`src/rtl/serial_inst_rom_if.sv`:
```
`default_nettype none
// ============================================================================
// Module   : serial_inst_rom_if
// Brief    : Serial address/data stream and parallel programming port bundle
//            for the bit-serial instruction store.
// Revision : 1.0 - initial release
// ============================================================================
interface serial_inst_rom_if #(
    parameter int ADDR_WIDTH = 8,
    parameter int DATA_WIDTH = 16
);
    logic                  addr_start;
    logic                  addr_in;
    logic                  data_out;
    logic                  data_valid;
    logic                  busy;
    logic                  proto_err;
    logic                  prog_we;
    logic [ADDR_WIDTH-1:0] prog_addr;
    logic [DATA_WIDTH-1:0] prog_data;

    modport master (
        output addr_start, addr_in, prog_we, prog_addr, prog_data,
        input  data_out, data_valid, busy, proto_err
    );

    modport slave (
        input  addr_start, addr_in, prog_we, prog_addr, prog_data,
        output data_out, data_valid, busy, proto_err
    );
endinterface
`default_nettype wire

```
`src/rtl/serial_inst_rom.sv`:
```
`default_nettype none
// ============================================================================
// Module   : serial_inst_rom
// Brief    : Bit-serial word store: MSB-first address in, MSB-first word out,
//            contents loaded through a parallel programming port.
// Revision : 1.0 - initial release
// ============================================================================
module serial_inst_rom #(
    parameter int ADDR_WIDTH = 8,
    parameter int DATA_WIDTH = 16,
    parameter int DEPTH      = 256
) (
    input  wire logic        sys_clk,
    input  wire logic        sys_reset,
    serial_inst_rom_if.slave bus
);
    localparam int c_cnt_max = (ADDR_WIDTH > DATA_WIDTH) ? ADDR_WIDTH : DATA_WIDTH;
    localparam int c_cnt_w   = $clog2(c_cnt_max);
    localparam int c_idx_w   = (DEPTH > 1) ? $clog2(DEPTH) : 1;
    localparam logic [ADDR_WIDTH:0]  c_depth    = DEPTH[ADDR_WIDTH:0];
    localparam logic [c_cnt_w-1:0]   c_addr_last = c_cnt_w'(ADDR_WIDTH - 1);
    localparam logic [c_cnt_w-1:0]   c_data_last = c_cnt_w'(DATA_WIDTH - 1);
    localparam logic [c_cnt_w-1:0]   c_cnt_one   = c_cnt_w'(1);

    typedef enum logic [1:0] {
        ST_IDLE    = 2'd0,
        ST_RX_ADDR = 2'd1,
        ST_TX_DATA = 2'd2
    } state_t;

    state_t                r_state,      w_state_nxt;
    logic [c_cnt_w-1:0]    r_cnt,        w_cnt_nxt;
    logic [ADDR_WIDTH-1:0] r_addr_sr,    w_addr_sr_nxt;
    logic [DATA_WIDTH-1:0] r_tx_sr,      w_tx_sr_nxt;
    logic                  r_data_valid, w_data_valid_nxt;
    logic                  r_busy,       w_busy_nxt;
    logic                  r_proto_err,  w_proto_err_nxt;

    logic [DATA_WIDTH-1:0] r_mem [DEPTH];

    logic [ADDR_WIDTH-1:0] w_addr_full;
    logic                  w_rd_hit;
    logic                  w_wr_hit;
    logic [DATA_WIDTH-1:0] w_rd_word;

    assign w_addr_full = {r_addr_sr[ADDR_WIDTH-2:0], bus.addr_in};
    assign w_rd_hit    = ({1'b0, w_addr_full} < c_depth);
    assign w_wr_hit    = ({1'b0, bus.prog_addr} < c_depth);
    // The array read uses pre-edge contents, so a same-edge write is not seen.
    assign w_rd_word   = w_rd_hit ? r_mem[w_addr_full[c_idx_w-1:0]] : '0;

    always_ff @(posedge sys_clk) begin
        if (bus.prog_we && w_wr_hit) begin
            r_mem[bus.prog_addr[c_idx_w-1:0]] <= bus.prog_data;
        end
    end

    always_ff @(posedge sys_clk) begin
        if (sys_reset) begin
            r_state      <= ST_IDLE;
            r_cnt        <= '0;
            r_addr_sr    <= '0;
            r_tx_sr      <= '0;
            r_data_valid <= 1'b0;
            r_busy       <= 1'b0;
            r_proto_err  <= 1'b0;
        end else begin
            r_state      <= w_state_nxt;
            r_cnt        <= w_cnt_nxt;
            r_addr_sr    <= w_addr_sr_nxt;
            r_tx_sr      <= w_tx_sr_nxt;
            r_data_valid <= w_data_valid_nxt;
            r_busy       <= w_busy_nxt;
            r_proto_err  <= w_proto_err_nxt;
        end
    end

    always_comb begin
        w_state_nxt     = r_state;
        w_cnt_nxt       = r_cnt;
        w_addr_sr_nxt   = r_addr_sr;
        w_tx_sr_nxt     = r_tx_sr;
        w_proto_err_nxt = r_proto_err;

        case (r_state)
            ST_IDLE: begin
                if (bus.addr_start) begin
                    w_addr_sr_nxt = {{(ADDR_WIDTH-1){1'b0}}, bus.addr_in};
                    w_cnt_nxt     = c_cnt_one;
                    w_state_nxt   = ST_RX_ADDR;
                end
            end
            ST_RX_ADDR: begin
                if (bus.addr_start) begin
                    w_proto_err_nxt = 1'b1;
                end
                w_addr_sr_nxt = w_addr_full;
                if (r_cnt == c_addr_last) begin
                    w_tx_sr_nxt = w_rd_word;
                    w_cnt_nxt   = '0;
                    w_state_nxt = ST_TX_DATA;
                end else begin
                    w_cnt_nxt = r_cnt + c_cnt_one;
                end
            end
            ST_TX_DATA: begin
                // Shifting in zeros leaves the register clear after the last bit.
                w_tx_sr_nxt = {r_tx_sr[DATA_WIDTH-2:0], 1'b0};
                if (r_cnt == c_data_last) begin
                    if (bus.addr_start) begin
                        w_addr_sr_nxt = {{(ADDR_WIDTH-1){1'b0}}, bus.addr_in};
                        w_cnt_nxt     = c_cnt_one;
                        w_state_nxt   = ST_RX_ADDR;
                    end else begin
                        w_cnt_nxt   = '0;
                        w_state_nxt = ST_IDLE;
                    end
                end else begin
                    w_cnt_nxt = r_cnt + c_cnt_one;
                    if (bus.addr_start) begin
                        w_proto_err_nxt = 1'b1;
                    end
                end
            end
            default: begin
                w_state_nxt = ST_IDLE;
                w_cnt_nxt   = '0;
            end
        endcase

        w_data_valid_nxt = (w_state_nxt == ST_TX_DATA);
        w_busy_nxt       = (w_state_nxt != ST_IDLE);
    end

    assign bus.data_out   = r_tx_sr[DATA_WIDTH-1];
    assign bus.data_valid = r_data_valid;
    assign bus.busy       = r_busy;
    assign bus.proto_err  = r_proto_err;

endmodule
`default_nettype wire

```
`src/flat_wrapper.sv`:
```
// flat-port wrapper written by rule: the top's interface ports become plain ports
module serial_inst_rom_flat 
#(
    parameter int ADDR_WIDTH = 8,
    parameter int DATA_WIDTH = 16,
    parameter int DEPTH      = 256
)
  (sys_clk, sys_reset, bus_addr_start, bus_addr_in, bus_prog_we, bus_prog_addr, bus_prog_data, bus_data_out, bus_data_valid, bus_busy, bus_proto_err);
  serial_inst_rom_if #(.ADDR_WIDTH(ADDR_WIDTH), .DATA_WIDTH(DATA_WIDTH)) bus_i ();
  input  wire logic sys_clk;
  input  wire logic sys_reset;
  input wire logic [$bits(bus_i.addr_start)-1:0] bus_addr_start;
  input wire logic [$bits(bus_i.addr_in)-1:0] bus_addr_in;
  input wire logic [$bits(bus_i.prog_we)-1:0] bus_prog_we;
  input wire logic [$bits(bus_i.prog_addr)-1:0] bus_prog_addr;
  input wire logic [$bits(bus_i.prog_data)-1:0] bus_prog_data;
  output wire logic [$bits(bus_i.data_out)-1:0] bus_data_out;
  output wire logic [$bits(bus_i.data_valid)-1:0] bus_data_valid;
  output wire logic [$bits(bus_i.busy)-1:0] bus_busy;
  output wire logic [$bits(bus_i.proto_err)-1:0] bus_proto_err;
  assign bus_i.addr_start = bus_addr_start;
  assign bus_i.addr_in = bus_addr_in;
  assign bus_i.prog_we = bus_prog_we;
  assign bus_i.prog_addr = bus_prog_addr;
  assign bus_i.prog_data = bus_prog_data;
  assign bus_data_out = bus_i.data_out;
  assign bus_data_valid = bus_i.data_valid;
  assign bus_busy = bus_i.busy;
  assign bus_proto_err = bus_i.proto_err;
  serial_inst_rom #(.ADDR_WIDTH(ADDR_WIDTH), .DATA_WIDTH(DATA_WIDTH), .DEPTH(DEPTH)) u_core (.sys_clk(sys_clk), .sys_reset(sys_reset), .bus(bus_i));
endmodule
```
`config.mk`:
```
export PLATFORM = sky130hd
export DESIGN_NAME = serial_inst_rom_flat
export DESIGN_NICKNAME = d
export VERILOG_FILES = /design/src/rtl/serial_inst_rom_if.sv /design/src/rtl/serial_inst_rom.sv /design/src/flat_wrapper.sv
export SDC_FILE = /design/constraint.sdc
export NUM_CORES = 2
export LEC_CHECK = 0
export ABC_AREA = 1
export BUFFER_PORTS_ARGS = -buffer_cell sky130_fd_sc_hd__buf_2
export CAP_MARGIN = 15
export CELL_PAD_IN_SITES_DETAIL_PLACEMENT = 0
export CELL_PAD_IN_SITES_GLOBAL_PLACEMENT = 2
export CORE_ASPECT_RATIO = 0.8
export CORE_UTILIZATION = 40
export CTS_CLUSTER_SIZE = 12
export DETAILED_ROUTE_END_ITERATION = 10
export PLACE_DENSITY_LB_ADDON = 0.1
export SYNTH_ARGS = -nofsm -noshare
export SYNTH_HDL_FRONTEND = slang
export SYNTH_SLANG_ARGS = --single-unit
export TNS_END_PERCENT = 10
```
`constraint.sdc`:
```
create_clock -name sys_clk -period 1.85 [get_ports sys_clk]
set_input_delay 0.185 -clock sys_clk [delete_from_list [all_inputs] [get_ports sys_clk]]
set_output_delay 0.185 -clock sys_clk [all_outputs]
set_load 0.005 [all_outputs]
```
==> metrics.txt <==
status=complete, but fails checks; failing checks=setup timing; core box area=0.413 mm2; Detail Placement HPWL=360000 um; initial antenna violation count=41; Die Span Y=578 um; warning count from the yosys run=0; setup TNS=-12890 ps; nets@finish=14800; input/output buffers=32; Final Power=202000 uW; measured slew at the worst slew-check pin=843 ps; Avg Inst Size Synth=12.1 um2; first-pass GRT wire length=826000 um; Syn Nets=13800; EDFF count, synth=4096; H-tree levels=5; Fin. Hold Viols=0; Initial Util=40.2%; root buffer cell=clkbuf_16; Area growth, synth to finish=22.9%; io pins=33; Peak Freq=371 MHz; cts bufs inserted=430; wire per inst=28.4 um; sequential fraction of the synthesis area=74.4%; Lkg Pwr=0.0721 uW; CTS tree=done; vias per cell=5.54; Fillers=36000; die width=723 um; Clock Sinks=4128; crit start category=flip-flop; DR DRC count=0; Max transition margin=43.8%; Unique masters post-synth=25; clk_lat worst skew=1020 ps; WHS=113 ps; Crit path required time=2790 ps; All-Layer GR Usage=27.5%; async set or reset register ratio after synthesis=0%; Layout Skew=63.8 ps; pwr dens=991 mW/mm2; die area=0.418 mm2; antenna-violating nets left=0; largest net degree at the start of global routing=89; Via Count=114000; post-synthesis register bit count=4128; Max Slew Vio Count=0; routability cong.=0.872; crit path DAT=3640 ps; Overflow after GRT=0; layout cells sized above 1=16.3%; VDD IR-drop max=0.000787 V; Critical Path End Type=flip-flop; crit-path max FO=8; Routed WL=586000 um; # rows=211; Max Cap Viol=0; initial DRC count=12800; synthesized instance count=13800; Setup WS post-layout=-849 ps; vias in the first global route=109000; Multi-input gate area=0.0402 mm2; min Tclk post-route=2700 ps; fin crit share=146%; unrepaired setup endpoints after global routing=true; leading register cell type out of synthesis=edfxtp_1; CTS clk-pin slew, worst paths=60 ps; hold crit path type=input pin to flip-flop; WS Path Type=flip-flop to flip-flop; utilization after layout=49.4%; CTS max path bufs=4; Final setup viols=16; Cell Area, Synth=0.166 mm2; Reg area=0.124 mm2; DR pass1 iterations=6
metrics by stage:
| step | area, um2 | cells | setup WS [ps] |
|---|---|---|---|
| after global routing | 204000 | 20600 | -931 |
| final | 204000 | 20600 | -849 |
| after CTS | 203000 | 20600 | -809 |
| after floorplan | 166000 | 13800 | -175 |
| after detailed placement | 186000 | 19700 | -1290 |
| after global placement | 186000 | 19700 | -1330 |
path summary, 6_finish.rpt:
kind | from | end | slack (ps) | depth (start not counted)
max | u_core.r_addr_sr[0] | u_core.r_tx_sr[0] | -850 | 17
min | bus_prog_we | u_core.r_mem[182][9] | 110 | 5
max reg2reg | u_core.r_addr_sr[0] | u_core.r_tx_sr[0] | -850 | 17
min reg2reg | u_core.r_tx_sr[13] | u_core.r_tx_sr[13] | 470 | 2
synth_stat cells, drive strengths merged (3+ instances only):
cell type	number	area [um2]
a211oi	3	22.5
a21oi	27	135
buf	709	3800
clkbuf	238	893
dfxtp	32	641
edfxtp	4096	123000
inv	51	194
nand2	4177	15700
nand3	3989	20000
nor2	372	1400
o21ai	45	225
o22ai	22	138
power by group:
group / internal, uW / leakage [uW] / switching, uW / total (uW)
clock network: 45900 / 0.00630 / 36400 / 82300
registers: 103000 / 0.0371 / 57.9 / 103000
logic: 5750 / 0.0287 / 11300 / 17000
critical path, stage by stage, from the launching register on:
cell     delay [ps]
dfxtp_4         370
buf_12          140
buf_16          180
buf_16          190
buf_16          170
buf_12          150
buf_8           140
o21ai_0          80
o22ai_1         160
nand2_1          90
nand3_2         130
nand3_2         170
nand3_2         140
buf_12          140
nand3_1          70
nand3_1          90
nand3_1          80
a21oi_1         130
timing repair:
action                                  4_1_cts  5_1_grt
cloned                                       38        2
hold buffers                                 18        0
gates resized for setup                     484      128
buffers inserted                             52        6
endpoints found under the hold margin      3904        0
pin swaps                                    52       12
endpoints found under the setup margin       17       17
flip-flops by register name, indices dropped and copies added (netlist names):
register,count
u_core.r_mem,4096
u_core.r_state,2
u_core.bus.data_valid,1
u_core.r_addr_sr,7
u_core.bus.busy,1
u_core.r_tx_sr,16
u_core.bus.proto_err,1
u_core.r_cnt,4
routing by layer:
metal / up-vias / GRT usage (%) / wire [um]
met5: - / 0 / 34
met4: 6 / 6.60 / 14400
met1: 57900 / 41.6 / 268000
met3: 688 / 4.40 / 44500
li1: 51200 / - / -
met2: 4289 / 41.5 / 259000
placed cells by master, fill, tap and decap left out, drive strengths merged:
| cell | n |
|---|---|
| clkbuf | 560 |
| bufbuf | 18 |
| nand2 | 4177 |
| nand3 | 3989 |
| xor2 | 1 |
| dlygate4sd3 | 18 |
| o21ai | 45 |
| clkinvlp | 3 |
| o211ai | 1 |
| diode | 4 |
| bufinv | 21 |
| a21oi | 27 |
| a22oi | 1 |
| nor2 | 372 |
| dfxtp | 32 |
| ha | 1 |
| edfxtp | 4096 |
| nor3 | 1 |
| a211oi | 3 |
| buf | 1430 |
| clkinv | 165 |
| o31ai | 1 |
| inv | 64 |
| o22ai | 22 |
| or2 | 1 |
layout make-up:
cell class                      instances  share of cell area, %
Antenna cell                            4                0.00490
Clock buffer                          559                   5.57
Clock inverter                        198                  0.764
Inverter                               52                  0.124
Multi-Input combinational cell       8642                   19.7
Sequential cell                      4128                   60.6
Tap cell                             5538                   3.39
Timing Repair Buffer                 1467                   9.87
Timing Repair inverter                  3                 0.0300
cells by family after synthesis:
family                   Yosys count  share of synthesized area [%]
AND/OR/NAND/NOR                 8540                           22.3
adder cells (fa/ha/maj)            1                        0.00753
buffers and inverters            999                           2.95
AO/OA/AOI/OAI                    100                          0.327
XOR/XNOR                           1                        0.00527
flip-flops                      4128                           74.4
Power figures use the tool's default switching activity.
